### src/rtl/ncl_mult3_sink_if.sv
// ncl_mult3_sink_if: dual-rail product rails in, Ki and valid/ready product out.
// With NCL_SINK_ILLEGAL_CHK_EN defined the interface also carries illegal_err.
interface ncl_mult3_sink_if;
    logic [5:0] po_rail1;
    logic [5:0] po_rail0;
    logic       ki;
    logic [5:0] prod;
    logic       prod_valid;
    logic       prod_ready;
    logic       timeout;
`ifdef NCL_SINK_ILLEGAL_CHK_EN
    logic       illegal_err;
    modport master (
        input  po_rail1, po_rail0, prod_ready,
        output ki, prod, prod_valid, timeout, illegal_err
    );
    modport slave (
        output po_rail1, po_rail0, prod_ready,
        input  ki, prod, prod_valid, timeout, illegal_err
    );
`else
    modport master (
        input  po_rail1, po_rail0, prod_ready,
        output ki, prod, prod_valid, timeout
    );
    modport slave (
        output po_rail1, po_rail0, prod_ready,
        input  ki, prod, prod_valid, timeout
    );
`endif
endinterface

### src/rtl/ncl_mult3_sink.sv
// ncl_mult3_sink: clocked sink for the 3x3 NCL multiplier; runs the NULL/DATA handshake and
// turns each stable DATA wavefront into a 6-bit product on a valid/ready port.
// Optional feature: define NCL_SINK_ILLEGAL_CHK_EN to flag bits with both rails high (illegal_err).
module ncl_mult3_sink #(
    parameter int SYNC_STAGES = 2,
    parameter int STABLE_CYC  = 2,
    parameter int TIMEOUT_CYC = 1024
) (
    input  logic             clk,
    input  logic             rst_n,
    ncl_mult3_sink_if.master bus
);
    typedef enum logic [1:0] {REQ_NULL, REQ_DATA, HOLD} state_t;

    localparam logic [3:0] STABLE = 4'(STABLE_CYC);

    logic [11:0] r_sync [SYNC_STAGES];
    logic [11:0] r_prev_s;
    logic [11:0] w_s;
    logic [5:0]  w_r1;
    logic [5:0]  w_r0;
    logic        w_complete;
    logic        w_null;
    logic        w_same;
    logic        w_cond;
    logic        w_stable;
    logic [3:0]  r_cnt;
    logic [3:0]  w_cnt_nxt;
    state_t      r_state;
    state_t      w_state_nxt;
    logic        w_accept;
    logic        w_release;
    logic        r_ki;
    logic        r_valid;
    logic [5:0]  r_prod;

    assign w_s        = r_sync[SYNC_STAGES-1];
    assign w_r1       = w_s[11:6];
    assign w_r0       = w_s[5:0];
    // A bit with both rails high is never counted as complete.
    assign w_complete = &(w_r1 ^ w_r0);
    assign w_null     = ~|w_s;
    assign w_same     = (w_s == r_prev_s);
    // HOLD tracks NULL so a released product can go straight back to REQ_DATA.
    assign w_cond     = (r_state == REQ_DATA) ? w_complete : w_null;
    assign w_cnt_nxt  = !w_cond ? 4'd0 : !w_same ? 4'd1 : (r_cnt == STABLE) ? STABLE : r_cnt + 4'd1;
    assign w_stable   = (w_cnt_nxt == STABLE);

    // Synchronize all twelve rails and remember the previous synchronized word.
    always_ff @(posedge clk or negedge rst_n)
        if (!rst_n) begin
            for (int k = 0; k < SYNC_STAGES; k++) r_sync[k] <= '0;
            r_prev_s <= '0;
        end else begin
            r_sync[0] <= {bus.po_rail1, bus.po_rail0};
            for (int k = 1; k < SYNC_STAGES; k++) r_sync[k] <= r_sync[k-1];
            r_prev_s <= w_s;
        end

    // Count consecutive identical samples meeting the current state's target condition.
    always_ff @(posedge clk or negedge rst_n)
        if (!rst_n) r_cnt <= 4'd0;
        else r_cnt <= w_cnt_nxt;

    // Handshake FSM next state; capture and release strobes.
    always_comb begin
        w_state_nxt = r_state;
        w_accept    = 1'b0;
        w_release   = 1'b0;
        case (r_state)
            REQ_NULL: w_state_nxt = (w_stable && w_null) ? REQ_DATA : REQ_NULL;
            REQ_DATA: begin
                w_accept    = w_stable && w_complete;
                w_state_nxt = w_accept ? HOLD : REQ_DATA;
            end
            HOLD: begin
                w_release   = bus.prod_ready;
                w_state_nxt = !w_release ? HOLD : (w_stable && w_null) ? REQ_DATA : REQ_NULL;
            end
            default: w_state_nxt = REQ_NULL;
        endcase
    end

    // State, registered Ki (glitch-free towards the asynchronous multiplier) and the product holding register.
    always_ff @(posedge clk or negedge rst_n)
        if (!rst_n) begin
            r_state <= REQ_NULL;
            r_ki    <= 1'b0;
            r_valid <= 1'b0;
            r_prod  <= 6'd0;
        end else begin
            r_state <= w_state_nxt;
            r_ki    <= (w_state_nxt == REQ_DATA);
            if (w_accept) r_prod <= w_r1;
            r_valid <= w_accept ? 1'b1 : w_release ? 1'b0 : r_valid;
        end

    assign bus.ki         = r_ki;
    assign bus.prod       = r_prod;
    assign bus.prod_valid = r_valid;

    generate
        if (TIMEOUT_CYC > 0) begin : g_wd
            localparam int WDW = $clog2(TIMEOUT_CYC + 1);
            localparam logic [WDW-1:0] WD_MAX = WDW'(TIMEOUT_CYC);
            logic [WDW-1:0] r_wd;
            logic [WDW-1:0] w_wd_nxt;
            logic           r_timeout;
            // Backpressure in HOLD is legal, so only the two request states age the watchdog.
            assign w_wd_nxt = (w_state_nxt != r_state) ? '0 :
                              (r_state == HOLD || r_wd == WD_MAX) ? r_wd : r_wd + WDW'(1);
            // Watchdog counter and sticky timeout flag; the FSM is never forced.
            always_ff @(posedge clk or negedge rst_n)
                if (!rst_n) begin
                    r_wd      <= '0;
                    r_timeout <= 1'b0;
                end else begin
                    r_wd      <= w_wd_nxt;
                    r_timeout <= r_timeout | (w_wd_nxt == WD_MAX);
                end
            assign bus.timeout = r_timeout;
        end else begin : g_no_wd
            assign bus.timeout = 1'b0;
        end
    endgenerate

`ifdef NCL_SINK_ILLEGAL_CHK_EN
    logic [5:0]      w_both;
    logic [5:0][3:0] r_ill_cnt;
    logic [5:0][3:0] w_ill_nxt;
    logic            w_ill_hit;
    logic            r_illegal;

    assign w_both = w_r1 & w_r0;

    // Per-bit run length of both-rails-high while a request is outstanding.
    always_comb begin
        w_ill_hit = 1'b0;
        w_ill_nxt = '0;
        for (int k = 0; k < 6; k++) begin
            w_ill_nxt[k] = (w_both[k] && r_state != HOLD) ?
                           ((r_ill_cnt[k] == STABLE) ? STABLE : r_ill_cnt[k] + 4'd1) : 4'd0;
            w_ill_hit    = w_ill_hit | (w_ill_nxt[k] == STABLE);
        end
    end

    // Run-length registers and sticky illegal flag.
    always_ff @(posedge clk or negedge rst_n)
        if (!rst_n) begin
            r_ill_cnt <= '0;
            r_illegal <= 1'b0;
        end else begin
            r_ill_cnt <= w_ill_nxt;
            r_illegal <= r_illegal | w_ill_hit;
        end

    assign bus.illegal_err = r_illegal;
`endif
endmodule

### src/flat_wrapper.sv
// flat-port wrapper written by rule: the top's interface ports become plain ports
module ncl_mult3_sink_flat 
#(
    parameter int SYNC_STAGES = 2,
    parameter int STABLE_CYC  = 2,
    parameter int TIMEOUT_CYC = 1024
)
  (clk, rst_n, bus_po_rail1, bus_po_rail0, bus_prod_ready, bus_ki, bus_prod, bus_prod_valid, bus_timeout);
  ncl_mult3_sink_if bus_i ();
  input  logic clk;
  input  logic rst_n;
  input wire logic [$bits(bus_i.po_rail1)-1:0] bus_po_rail1;
  input wire logic [$bits(bus_i.po_rail0)-1:0] bus_po_rail0;
  input wire logic [$bits(bus_i.prod_ready)-1:0] bus_prod_ready;
  output wire logic [$bits(bus_i.ki)-1:0] bus_ki;
  output wire logic [$bits(bus_i.prod)-1:0] bus_prod;
  output wire logic [$bits(bus_i.prod_valid)-1:0] bus_prod_valid;
  output wire logic [$bits(bus_i.timeout)-1:0] bus_timeout;
  assign bus_i.po_rail1 = bus_po_rail1;
  assign bus_i.po_rail0 = bus_po_rail0;
  assign bus_i.prod_ready = bus_prod_ready;
  assign bus_ki = bus_i.ki;
  assign bus_prod = bus_i.prod;
  assign bus_prod_valid = bus_i.prod_valid;
  assign bus_timeout = bus_i.timeout;
  ncl_mult3_sink #(.SYNC_STAGES(SYNC_STAGES), .STABLE_CYC(STABLE_CYC), .TIMEOUT_CYC(TIMEOUT_CYC)) u_core (.clk(clk), .rst_n(rst_n), .bus(bus_i));
endmodule
### config.mk
export PLATFORM = sky130hd
export DESIGN_NAME = ncl_mult3_sink_flat
export DESIGN_NICKNAME = d
export VERILOG_FILES = /design/src/rtl/ncl_mult3_sink_if.sv /design/src/rtl/ncl_mult3_sink.sv /design/src/flat_wrapper.sv
export SDC_FILE = /design/constraint.sdc
export NUM_CORES = 1
export LEC_CHECK = 0
export BUFFER_PORTS_ARGS = -buffer_cell sky130_fd_sc_hd__buf_2
export CAP_MARGIN = 10
export CORE_UTILIZATION = 50
export DETAILED_ROUTE_END_ITERATION = 8
export GPL_TIMING_DRIVEN = 0
export PLACE_DENSITY = 0.69
export SLEW_MARGIN = 5
export SYNTH_ARGS = -nofsm -noshare
export SYNTH_HDL_FRONTEND = slang
export SYNTH_SLANG_ARGS = --single-unit
export TNS_END_PERCENT = 20
### constraint.sdc
create_clock -name clk -period 3.22 [get_ports clk]
set_input_delay 0.322 -clock clk [delete_from_list [all_inputs] [get_ports clk]]
set_output_delay 0.322 -clock clk [all_outputs]
set_load 0.05 [all_outputs]
### Word level (Yosys, flattened, before mapping)

Cells that the tools add are included.

| operators by class | value |
|---|---|
| muxes and demuxes | 14 |
| reduce and logical (&&, ||, !) cells | 8 |
| $add $sub $neg | 2 |
| eq/ne operators | 9 |
| bitwise operators | 2 |

Operators by type and width:

| cell | number |
|---|---|
| equality test 11 bit, second input constant | 2 |
| 2-to-1 mux 11 bit | 2 |
| equality test 12 bit | 1 |
| 2-to-1 mux 4 bit | 3 |
| OR reduction 12 bit | 1 |
| adder 11 x 1 -> 11 bit, second input constant | 1 |
| equality test 4 x 2 -> 1 bit, second input constant | 2 |
| 2-to-1 mux 1 bit | 6 |
| one-hot mux 2 bit (3 select lines) | 1 |
| AND reduction 6 bit | 1 |
| bitwise XOR 6 bit | 1 |
| adder 4 x 1 -> 4 bit, second input constant | 1 |
| equality test 2 x 1 -> 1 bit, second input constant | 2 |
| 2-to-1 mux 2 bit | 2 |
| equality test 2 bit, second input constant | 1 |
| logical AND 1 bit | 2 |
| zero test 2 bit | 1 |
| inequality test 2 bit | 1 |
| nonzero test 2 bit | 1 |
| zero test 1 bit | 1 |
| logical OR 1 bit | 1 |
| bitwise OR 1 bit | 1 |

| storage, ports and cells | value |
|---|---|
| register bits | 62 |
| output and inout port bits | 9 |

### Logic depth before layout (Yosys ltp)

Gate-level depths: netlist of run 1.

| depth | value |
|---|---|
| word-level depth | 13 |
| depth in mapped cells | 8 |

### Least setup slack after synthesis of run 1

OpenSTA, ideal clock, no wires.

| path | value |
|---|---|
| path type | register to register |
| from | register u_core.g_wd.r_wd[0] |
| to | register u_core.g_wd.r_timeout, in the netlist u_core.bus.timeout |
| library setup time | 0.104 ns |
| data required time | 3.116 ns |
| clock period less this slack | 1.811 ns |
| setup slack | 1.409 ns |
| stages on the path, launching flop included | 8 |
| arrival | 1.707 ns |
| cells stage by stage | dfrtp_1 > ha_1 > nand2_1 > nor3_1 > nand3_1 > xor2_1 > nand4_1 > o41ai_2 |

| between the ends | value |
|---|---|
| word-level cells in the longest chain between the ends | 6 |
| elaborated cells between the ends (all ways) | 7 |

Ends and longest elaborated chain:

| item | RTL line | RTL |
|---|---|---|
| from (decl) | ncl_mult3_sink.sv:106 | `logic [WDW-1:0] r_wd;` |
| from (signal assigned) | ncl_mult3_sink.sv:118 | `r_wd <= w_wd_nxt;` |
| branches (longest 2 deep; another with adder 11 x 1 -> 11 bit) | n/a |  |
| 2-to-1 mux 11 bit * | ncl_mult3_sink.sv:111 | `(r_state == HOLD \|\| r_wd == WD_MAX) ? r_wd : r_wd + WDW'(1);` |
| 2-to-1 mux 11 bit * | ncl_mult3_sink.sv:110 | `assign w_wd_nxt = (w_state_nxt != r_state) ? '0 :` |
| equality test 11 bit * | ncl_mult3_sink.sv:119 | `r_timeout <= r_timeout \| (w_wd_nxt == WD_MAX);` |
| bitwise OR 1 bit * | ncl_mult3_sink.sv:119 |  |
| to (signal assigned) | ncl_mult3_sink.sv:119 |  |
| to (decl) | ncl_mult3_sink.sv:108 | `logic r_timeout;` |

Mark *: on every way between the ends.
A chain may end at the register's enable or synchronous reset.

### Worst setup path in the final report of run 1

Same ends and word-level chain as after synthesis.

==> summary.md, run 1 <==
| Metric | Value |
|---|---|
| Number of enable flip-flop cells after synthesis | 0 |
| Cells resized by post-CTS repair | 0 |
| HPWL after DPL | 2990 microns |
| Layout fillers | ~370 |
| Synth area leader | dfrtp_1 |
| Syn_nets | 224 |
| # IOs | 24 |
| Crit Path Class | reg -> reg |
| Worst path required time | 3.46 ns |
| CP Max Fanout | 8 |
| Initial Utilization | 0.532 |
| Total length of routed wires | 4250 microns |
| Yosys cell types | 40 |
| Count leader, synth | dfrtp_1 |
| Initial drt markers | 95 |
| Final Skew | 0.00979 ns |
| Via count | 1599 |
| CTS tree | built |
| DR vias/cell | about 5 |
| Final setup violation count | 0 |
| TritonCTS buffer count | 9 |
| Buf+Inv Stages, Crit Path | 0 |
| RSZ-0062 raised after global routing | false |
| RD Place Congestion | 0.780 |
| Clk sinks | between 60 and 70 |
| Status | complete, but fails checks |
| CTS Hold Bufs | 0 |
| Diodes inserted | 0 |
| Hold Fails Final Rpt | 11 |
| Arr. time, crit path | 2.35 ns |
| Worst rel slew slack | 0.590 |
| Post-layout net count | 259 |
| Std cell rows | 25 |
| Mapped Cells | 205 |
| Ratio of cells with drive above 1 in the final layout | 0.249 |
| Area grow syn2layout | 17.7% |
| CP cell instances | ha_1 -> nand2_1 -> nor3_1 -> nand3_1 -> xor2_1 -> nand4_1 -> o41ai_2 |
| Seq/Total Area, Yosys | 0.602 |
| Synth top cells by count | dfrtp_1, nor2_1, xor2_1 |
| # DRC | 0 |
| CTS H-tree lvls | 3 |
| Port-buffer cells | 23 |
| Die H | 73.8 microns |
| Cell count of the worst reg-to-reg path | 7 |
| Failing checks | hold timing |
| Final Cycle Share | 0.653 |
| Clock Latency Late Sink | between 0.3 and 0.4 ns |
| Min Tclk post-route | about 2.1 ns |
| CP Capture Type | flop |
| Remaining antenna violation count | 0 |
| Initial antenna violation count | 0 |
| Max-slew violations | 0 |
| Asr flop ratio synth | 1.00 |
| Gr ovfl total | 0 |
| Global-route wire length before repair | 7220 microns |
| Leakage | ~1.4 nW |
| Setup bufs post-CTS | 0 |
| TritonRoute pass-1 iters | 4 |
| Critical path's top delay family | simple AND/OR/NAND/NOR gates |
| Synth area leaders | dfrtp_1, xor2_1, xnor2_1, mux2_4, nor2_1 |
| Avg Inst Size Synth | roughly 13 sq um |
| Reg clk slew, reported paths | 0.07 ns |
| Critical path depth | 7 |
| Hold_ws | -0.00759 ns |
| Largest net degree at the start of global routing | 37 |
| Tightest Pin Transition | 0.615 ns |
| Slowest stage delay, CP | roughly 0.46 ns |
| CTS max path bufs | 2 |
| Share of the synthesized area in the top cell type | 0.602 |
| Max cap viols | 0 |
| Pwr/cell area | 552 mW/mm^2 |
| Number of global-route vias before repair | roughly 1600 |
| Crit path launch type | flop |
| Peak VDD IR | 0.396 mV |
| WL/cell | 13.6 microns |
| Die W | roughly 74 microns |
| Yosys Warn Count | 0 |
| Die ar. | 0.00545 sq mm |
| GRT Total Usage | 0.189 |
| Ys flop type | dfrtp_1 |
| Clock root cell | clkbuf_8 |
| Min-Delay Path Class | in -> async |
| Mapped Area | 0.00258 sq mm |
| Core area | 0.00485 sq mm |
| Seq cells post-synth | between 60 and 70 |
| Setup TNS | 0 ns |
| Fmax | between 0.4 and 0.5 GHz |
| Crit-path slowest cell | dfrtp_1 |
registers in the layout, indices dropped and copies added (netlist names):
signal and cells:
u_core.r_state 2, u_core.bus.prod_valid 1, u_core.bus.timeout 1, u_core.r_cnt 4
u_core.w_s 12, u_core.bus.prod 6, u_core.bus.ki 1, u_core.r_prev_s 12
u_core.g_wd.r_wd 11, u_core.r_sync 12
worst paths after layout:
check | from | endpoint | slack [ns]
min in group clk | bus_po_rail0[5] | u_core.r_sync[17] | 0.08
hold / removal | rst_n | u_core.r_cnt[3] | -0.008
hold reg to reg | u_core.r_sync[21] | u_core.w_s[9] | 0.35
max in group asynchronous | rst_n | u_core.w_s[2] | 2.63
setup reg to reg | u_core.g_wd.r_wd[0] | u_core.bus.timeout | 1.12
setup / recovery | u_core.g_wd.r_wd[0] | u_core.bus.timeout | 1.12
power breakdown:
group / switching [W] / leakage [nW] / internal (W) / total [W]
sequential: 0.0000186 / 0.763 / 0.000802 / 0.000820
clock: 0.000292 / 0.112 / 0.000512 / 0.000805
combinational: 0.0000290 / 0.482 / 0.0000219 / 0.0000509
metrics by stage:
step                 util  total power, W  worst slack (ns)  cell area (sq um)  instances
finish              0.626         0.00168              1.12               3040        312
detailed placement  0.577        0.000888              1.15               2800        296
global placement    0.573        0.000881              1.11               2780        295
global route        0.626         0.00174             0.901               3040        312
floorplan               -        0.000853              1.41               2580        205
CTS                 0.626         0.00170              1.13               3040        312
area by class of cell:
| type | instances | area, sq um | area share |
|---|---|---|---|
| clock buffers | 10 | 128 | 0.0420 |
| repair buffers | 24 | 135 | 0.0445 |
| plain buffers | 3 | 17.5 | 0.00577 |
| inverters | 7 | 26.3 | 0.00866 |
| well taps | 67 | 83.8 | 0.0276 |
| flip-flops and latches | 62 | 1550 | 0.511 |
| clock inverters | 6 | 110 | 0.0363 |
| multi-input cells | 133 | 983 | 0.324 |
cell families (layout without fill, tap and decap cells):
logic type,after synthesis,in the layout,share of synthesized area
adder cells (fa/ha/maj),4,4,0.0194
flip-flops,62,62,0.602
AND/OR/NAND/NOR,70,70,0.159
XOR/XNOR,29,29,0.0985
AO/OA/AOI/OAI,22,22,0.0621
buffers and inverters,10,50,0.0170
multiplexers,8,8,0.0427
layer usage:
metal,up-vias,track usage,wire (microns)
met5,-,0,0
met4,0,0.0940,94
met3,9,0.0796,175
met2,29,0.274,1880
met1,784,0.243,2110
li1,777,-,-
worst reg2reg max path: cells and delay by family (launching register included):
| family | cells | cell delay, ns |
|---|---|---|
| simple gates | 4 | 0.80 |
| flops | 1 | 0.46 |
| compound gates | 1 | 0.28 |
| fa+ha+maj | 1 | 0.26 |
| xor+xnor | 1 | 0.21 |
layout by cell type (no fill, tap or decap), types with 3 or more instances in the layout:
master,synthesis,layout
bufinv_16,0,3
xor2_1,16,16
nor3_1,3,3
nor4_1,4,4
clkbuf_8,0,9
a21oi_1,4,4
o21ai_0,6,6
ha_1,4,4
and3_1,4,4
nand3_1,10,10
nor2_1,22,22
buf_2,2,25
nand2_1,8,8
xnor2_1,13,13
mux2_4,6,6
nand4_1,4,4
inv_1,7,7
dfrtp_1,62,62
Note: power is estimated with default switching activity, not from simulation.
==> run 2, diff against run 1 <==
--- a/config.mk
+++ b/config.mk
@@ -5,12 +5,13 @@
 export SDC_FILE = /design/constraint.sdc
 export NUM_CORES = 1
 export LEC_CHECK = 0
+export ABC_AREA = 1
 export BUFFER_PORTS_ARGS = -buffer_cell sky130_fd_sc_hd__buf_2
 export CAP_MARGIN = 10
 export CORE_UTILIZATION = 50
 export DETAILED_ROUTE_END_ITERATION = 8
 export GPL_TIMING_DRIVEN = 0
-export PLACE_DENSITY = 0.69
+export PLACE_DENSITY = 0.68
 export SLEW_MARGIN = 5
 export SYNTH_ARGS = -nofsm -noshare
 export SYNTH_HDL_FRONTEND = slang
==> constraint.sdc (replaced) <==
create_clock -name clk -period 2 [get_ports clk]
set_input_delay 0.2 -clock clk [delete_from_list [all_inputs] [get_ports clk]]
set_output_delay 0.2 -clock clk [all_outputs]
set_load 0.05 [all_outputs]
==> summary.md, run 2 <==
| Metric | Value |
|---|---|
| Status | complete, but fails checks |
| Failing checks | setup timing |
| # DRC | 0 |
| TritonCTS buffer count | 9 |
| Yosys cell types | 33 |
| Peak VDD IR | 0.513 mV |
| Tightest Pin Transition | 0.671 ns |
| Slowest stage delay, CP | about 0.42 ns |
| CTS max path bufs | 2 |
| Worst path required time | 2.28 ns |
| DR vias/cell | 4.69 |
| Port-buffer cells | 23 |
| Placed Cells | 429 |
| Final setup violation count | 3 |
| Design area | roughly 0.0038 sq mm |
| Final Cycle Share | 1.05 |
| CP cell instances | inv_1 -> ha_1 -> nand4_1 -> o21ai_4 -> inv_2 -> nand2_1 -> nand2_1 -> o41ai_4 -> nand3_1 -> nand2_1 |
| Number of global-route vias before repair | between 2000 and 2500 |
| Most used cell, CP | nand2_1 |
| Seq/Total Area, Yosys | 0.526 |
| Ratio of cells with drive above 1 in the final layout | 0.347 |
| Seq cells post-synth | 62 |
| Avg Inst Size Synth | between 8 and 9 sq um |
| Via count | 2243 |
| Clock Latency Late Sink | around 0.34 ns |
| Largest net degree at the start of global routing | 35 |
| Syn_nets | roughly 350 |
| Reg clk slew, reported paths | about 0.080 ns |
| # IOs | 24 |
| CTS H-tree lvls | 3 |
| Worst rel slew slack | 0.553 |
| Share of the synthesized area in the top cell type | 0.526 |
| Compound-Gate Fraction of Synth Area | 0.0466 |
| P_int | 0.00183 W |
| Psw | 0.000652 W |
| Std cell rows | 27 |
| CTS tree | built |
| Area grow syn2layout | 29.9% |
| RD Place Congestion | a little over 0.9 |
| Arr. time, crit path | 2.39 ns |
| Commonest non-fill, non-tap cells in the layout | nand2_1, dfrtp_1, inv_1 |
| GRT Total Usage | 0.202 |
| Synth area leader | dfrtp_1 |
| Count leader, synth | nand2_1 |
| Core area | 0.00561 sq mm |
| Mapped Area | between 0.002 and 0.003 sq mm |
| Dpl cell area | 0.00318 sq mm |
| Post-Layout Cell Count | 478 |
| Hold Fails Final Rpt | 0 |
| Max cap viols | 0 |
| Remaining antenna violation count | 0 |
| CP Capture Type | flop |
| Sequential share of power | 0.533 |
| Leakage | 1.88 nW |
| Initial antenna violation count | 0 |
| Asr flop ratio synth | 1.00 |
| Fmax | roughly 0.48 GHz |
| Synth area leaders | dfrtp_1, nand2_1, inv_1, nor2_1, xor2_1 |
| Die ar. | 0.00621 sq mm |
| Sw Ratio | 0.263 |
| Synth top cells by count | nand2_1, dfrtp_1, inv_1 |
| Xor and xnor area share after synthesis | 0.0475 |
| Synth Area in Simple Gates | 0.288 |
| Pwr/cell area | 646 mW/mm^2 |
| Yosys Warn Count | 0 |
| Initial drt markers | 56 |
| Crit-path slowest cell | dfrtp_1 |
| Max-slew violations | 0 |
| TritonRoute pass-1 iters | 4 |
| Clock root cell | clkbuf_8 |
| Global-route wire length before repair | 9330 microns |
| Die H | 78.8 microns |
| Min Tclk post-route | between 2 and 2.5 ns |
| Number of enable flip-flop cells after synthesis | 0 |
| Crit path launch type | flop |
| Ys flop type | dfrtp_1 |
| Total length of routed wires | 5460 microns |
| Commonest non-fill, non-tap cell in the layout | nand2_1 |
| Crit Path Class | reg -> reg |
| WL/cell | 11.4 microns |
| Mapped Cells | 333 |
| Post-layout net count | 420 |
| HPWL after DPL | around 3600 microns |
| Die W | 78.8 microns |
| Post-synthesis mux area share | 0 |
| Final Skew | 0.00986 ns |
| Gr ovfl total | 0 |
| Min-Delay Path Class | in -> reg |
| Adder-cell share of the synthesized area | 0.0170 |
| Initial Utilization | 0.526 |
| Diodes inserted | 0 |
| Final Worst Setup Slack | -0.104 ns |
| Main combinational cell family by area after synthesis | simple AND/OR/NAND/NOR gates |
| Clk sinks | slightly above 60 |
| RSZ-0062 raised after global routing | true |
| Power share of the combinational group | 0.065 |
| CP Max Fanout | 9 |
| Clock Power Share | 0.401 |
run 2: cell types whose count changed in the layout (fill, tap and decap cells not counted), moves of 7 or more:
cell           change
nor2_2             +7
dlygate4sd3_1     +13
nand2_1           +79
nand2_2            +9
inv_2             +14
buf_4             +17
inv_1             +31
xnor2_1            -8
nor2_4            +13
nand3_2            +7
run 2: cell families (layout without fill, tap and decap cells):
family          Yosys count  count (layout)
fa+ha+maj                 4               4
simple gates            173             173
buf+inv                  57             130
xor+xnor                 16              16
flops                    62              62
compound gates           21              21
run 2: worst paths after layout:
kind,cells after the start,slack [ns],from,to
worst max-delay path,10,-0.10,u_core.g_wd.r_wd[0],u_core.bus.timeout
worst min-delay path,2,0.14,bus_prod_ready,u_core.r_state[1]
worst max register to register,10,-0.10,u_core.g_wd.r_wd[0],u_core.bus.timeout
worst min register to register,0,0.35,u_core.r_sync[19],u_core.w_s[7]
max in group asynchronous,3,0.95,rst_n,u_core.w_s[1]
min in group asynchronous,2,0.43,rst_n,u_core.r_prev_s[8]
run 2: critical path: cells and delay by family, from the launching register on:
family / cells / cell delay (ns)
and+or+nand+nor: 5 / 0.58
DFF: 1 / 0.42
AOI/OAI and AO/OA: 2 / 0.64
buffers and inverters: 2 / 0.24
adders and majority gates: 1 / 0.16
run 2: through the flow:
| stage | TNS, ns | hold slack [ns] | utilization | power, W | setup slack [ns] |
|---|---|---|---|---|---|
| floorplan | 0 | -0.0956 | - | 0.00141 | 0.124 |
| global placement | -0.280 | 0.307 | 0.563 | 0.00146 | -0.280 |
| detailed placement | -0.417 | 0.270 | 0.566 | 0.00147 | -0.272 |
| finish | -0.110 | 0.138 | 0.684 | 0.00248 | -0.104 |
| global route | -2.05 | 0.131 | 0.684 | 0.00258 | -0.244 |
| CTS | -0.105 | 0.120 | 0.660 | 0.00250 | -0.0859 |
run 2: final cells by class:
class | instances | area, sq um
Clock buffer | 9 | 124
Fill cell | 442 | 1770
Buffer | 1 | 7.51
Tap cell | 72 | 90.1
Timing Repair Buffer | 57 | 430
Sequential cell | 62 | 1560
Clock inverter | 7 | 56.3
Inverter | 56 | 215
Multi-Input combinational cell | 214 | 1350
run 2: what timing repair did:
item,in CTS,in global routing
hold buffers,13,0
gates resized for setup,25,29
pin swaps,18,18
endpoints found under the setup margin,7,21
setup buffers,17,3
hold endpoints to repair,40,0
run 2: power groups by stage:
stage	sequential, W	clock [W]	combinational [W]
3_3_place_gp	0.00134	0	0.000119
2_1_floorplan	0.00134	0	0.0000724
3_5_place_dp	0.00134	0	0.000127
6_report	0.00132	0.000995	0.000162
4_1_cts	0.00132	0.00102	0.000161
5_1_grt	0.00133	0.00107	0.000184
run 2: metal layers:
layer,track usage,vias to the layer above,wire (microns),part of all wire
met2,0.323,38,2600,0.48
met3,0.0529,11,160,0.029
met5,0,-,0,0
li1,-,1169,-,-
met1,0.248,1025,2590,0.47
met4,0.111,0,104,0.019
==> run 3, diff against run 2 <==
--- a/config.mk
+++ b/config.mk
@@ -16,4 +16,3 @@
 export SYNTH_ARGS = -nofsm -noshare
 export SYNTH_HDL_FRONTEND = slang
 export SYNTH_SLANG_ARGS = --single-unit
-export TNS_END_PERCENT = 20
==> summary.md, run 3 (synthesis results as in run 2) <==
| Metric | Value |
|---|---|
| Initial drt markers | 67 |
| Std cell rows | 27 |
| Worst rel slew slack | 0.544 |
| Final Skew | 0.0106 ns |
| Min-Delay Path Class | in -> reg |
| Final Cycle Share | 1.05 |
| Crit Path Class | reg -> reg |
| TritonRoute pass-1 iters | 4 |
| CTS H-tree lvls | 3 |
| TritonCTS buffer count | 9 |
| Largest net degree at the start of global routing | 35 |
| Hold_ws | 0.143 ns |
| RSZ-0062 raised after global routing | true |
| Die W | about 80 microns |
| Min Tclk post-route | 2.10 ns |
| Clock Latency Late Sink | 0.34 ns |
| Initial antenna violation count | 0 |
| Peak VDD IR | 0.511 mV |
| Power share of the combinational group | 0.070 |
| Crit-path slowest cell | dfrtp_2 |
| Pwr/cell area | 634 mW/mm^2 |
| Post-Layout Cell Count | 479 |
| Psw | ~0.00066 W |
| Failing checks | setup timing |
| Max-slew violations | 0 |
| Ratio of cells with drive above 1 in the final layout | 0.388 |
| Placed Cells | 429 |
| Slowest stage delay, CP | 0.44 ns |
| Final Total Pwr | 0.00249 W |
| Leakage | 1.92 nW |
| RD Place Congestion | 0.915 |
| Worst path required time | 2.24 ns |
| Area grow syn2layout | 33.1% |
| Die H | between 70 and 80 microns |
| Max cap viols | 0 |
| Met3 Usage GRT | 0.0529 |
| Final setup violation count | 5 |
| Tightest Pin Transition | 0.684 ns |
| Commonest non-fill, non-tap cells in the layout | nand2_1, dfrtp_1, inv_1 |
| Port-buffer cells | 23 |
| Multi-input gate area | 0.00143 sq mm |
| Via count | 2270 |
| # DRC | 0 |
| # IOs | 24 |
| Clock root cell | clkbuf_8 |
| Arr. time, crit path | 2.34 ns |
| Sw Ratio | 0.264 |
| Clk sinks | 62 |
| CTS max path bufs | 2 |
| Hold Fails Final Rpt | 0 |
| Initial Utilization | 0.526 |
| P_int | 0.00183 W |
| Sequential share of power | 0.532 |
| WL/cell | 11.9 microns |
| Global routing's busiest layer | met2 |
| Final Worst Setup Slack | -0.104 ns |
| Die ar. | slightly above 0.006 sq mm |
| Gr ovfl total | 0 |
| GR Util met1 | 0.248 |
| CTS tree | built |
| Post-Route Utilization | 0.700 |
| Reg area | 0.00156 sq mm |
| DR vias/cell | about 4.7 |
| Reg clk slew, reported paths | 0.08 ns |
| CP cell instances | inv_2 -> nand2_1 -> nor3_4 -> nand3_2 -> nand2_4 -> inv_4 -> nor2_4 -> nor2_4 -> nand3_4 -> nand2_4 -> a21oi_4 -> o41ai_4 -> nand3_1 -> nand2_1 |
| Global-route wire length before repair | 9330 microns |
| Post-layout net count | around 420 |
| Diodes inserted | 0 |
| Clock Power Share | 0.398 |
| HPWL after DPL | 3580 microns |
| GRT Total Usage | 0.202 |
| Remaining antenna violation count | 0 |
| Core area | 0.00561 sq mm |
| Layout fillers | approximately 420 |
| Total length of routed wires | 5680 microns |
| Status | complete, but fails checks |
| Fmax | 0.475 GHz |
| Number of global-route vias before repair | 2127 |
| CP Max Fanout | 5 |
| GR met2 Demand/Resource | 0.323 |
| Crit path launch type | flop |
| CP Capture Type | flop |
| Commonest non-fill, non-tap cell in the layout | nand2_1 |
==> run 3: changes by cell type in the layout (fill, tap and decap cells not counted), moves of 3 or more <==
cell	previous run	this run
buf_6	2	5
o21ai_0	8	4
nand2_1	87	79
inv_2	14	17
o21ai_2	1	4
nand2_4	5	8
inv_1	38	35
nand2_2	9	14
==> run 3: per-stage QoR <==
step                setup WS, ns  TNS (ns)  instance area (sq um)
CTS                      -0.0859    -0.105                   3700
global placement          -0.280    -0.280                   3160
global route              -0.276     -2.42                   3930
floorplan                  0.124         0                   2950
detailed placement        -0.272    -0.417                   3180
finish                    -0.104    -0.122                   3930
==> run 3: area by class of cell <==
type,count,share of cell area
Sequential cell,62,0.397
Multi-Input combinational cell,214,0.363
Timing Repair Buffer,58,0.113
Inverter,56,0.0548
Clock buffer,9,0.0315
Tap cell,72,0.0229
Clock inverter,7,0.0143
Buffer,1,0.00287
==> run 3: what timing repair did <==
item,CTS,global route
gates cloned,0,1
setup endpoints to repair,7,21
hold endpoints to repair,40,0
pin swaps,18,26
resized for setup,25,59
hold buffers,13,0
buffers inserted,17,4
==> run 3: path summary, 6_finish.rpt <==
kind	startpoint	end	slack, ns	depth (start not counted)
worst max register to register	u_core.w_s[11]	u_core.bus.timeout	-0.10	14
worst max-delay path	u_core.w_s[11]	u_core.bus.timeout	-0.10	14
max in group asynchronous	rst_n	u_core.w_s[1]	0.94	3
worst min-delay path	bus_prod_ready	u_core.r_state[1]	0.14	2
min in group asynchronous	rst_n	u_core.r_prev_s[8]	0.44	2
worst min register to register	u_core.r_sync[19]	u_core.w_s[7]	0.35	0
==> run 3: power by group through the flow <==
| stage | clock network [W] | registers, W | logic [W] |
|---|---|---|---|
| 3_5_place_dp | 0 | 0.00134 | 0.000127 |
| 5_1_grt | 0.00107 | 0.00133 | 0.000196 |
| 6_report | 0.000990 | 0.00132 | 0.000174 |
| 3_3_place_gp | 0 | 0.00134 | 0.000119 |
| 4_1_cts | 0.00102 | 0.00132 | 0.000161 |
| 2_1_floorplan | 0 | 0.00134 | 0.0000724 |
==> run 3: routing by layer <==
layer  part of all wire  wire length (microns)
met1               0.47                   2680
met2               0.48                   2720
met3              0.031                    176
met4              0.019                    107
met5                  0                      0
==> run 3: worst max-delay path, delay by kind of cell, from the launching register on <==
| family | cells | cell delay, ns |
|---|---|---|
| and+or+nand+nor | 10 | 1.09 |
| AOI/OAI and AO/OA | 2 | 0.29 |
| DFF | 1 | 0.44 |
| buffers and inverters | 2 | 0.17 |
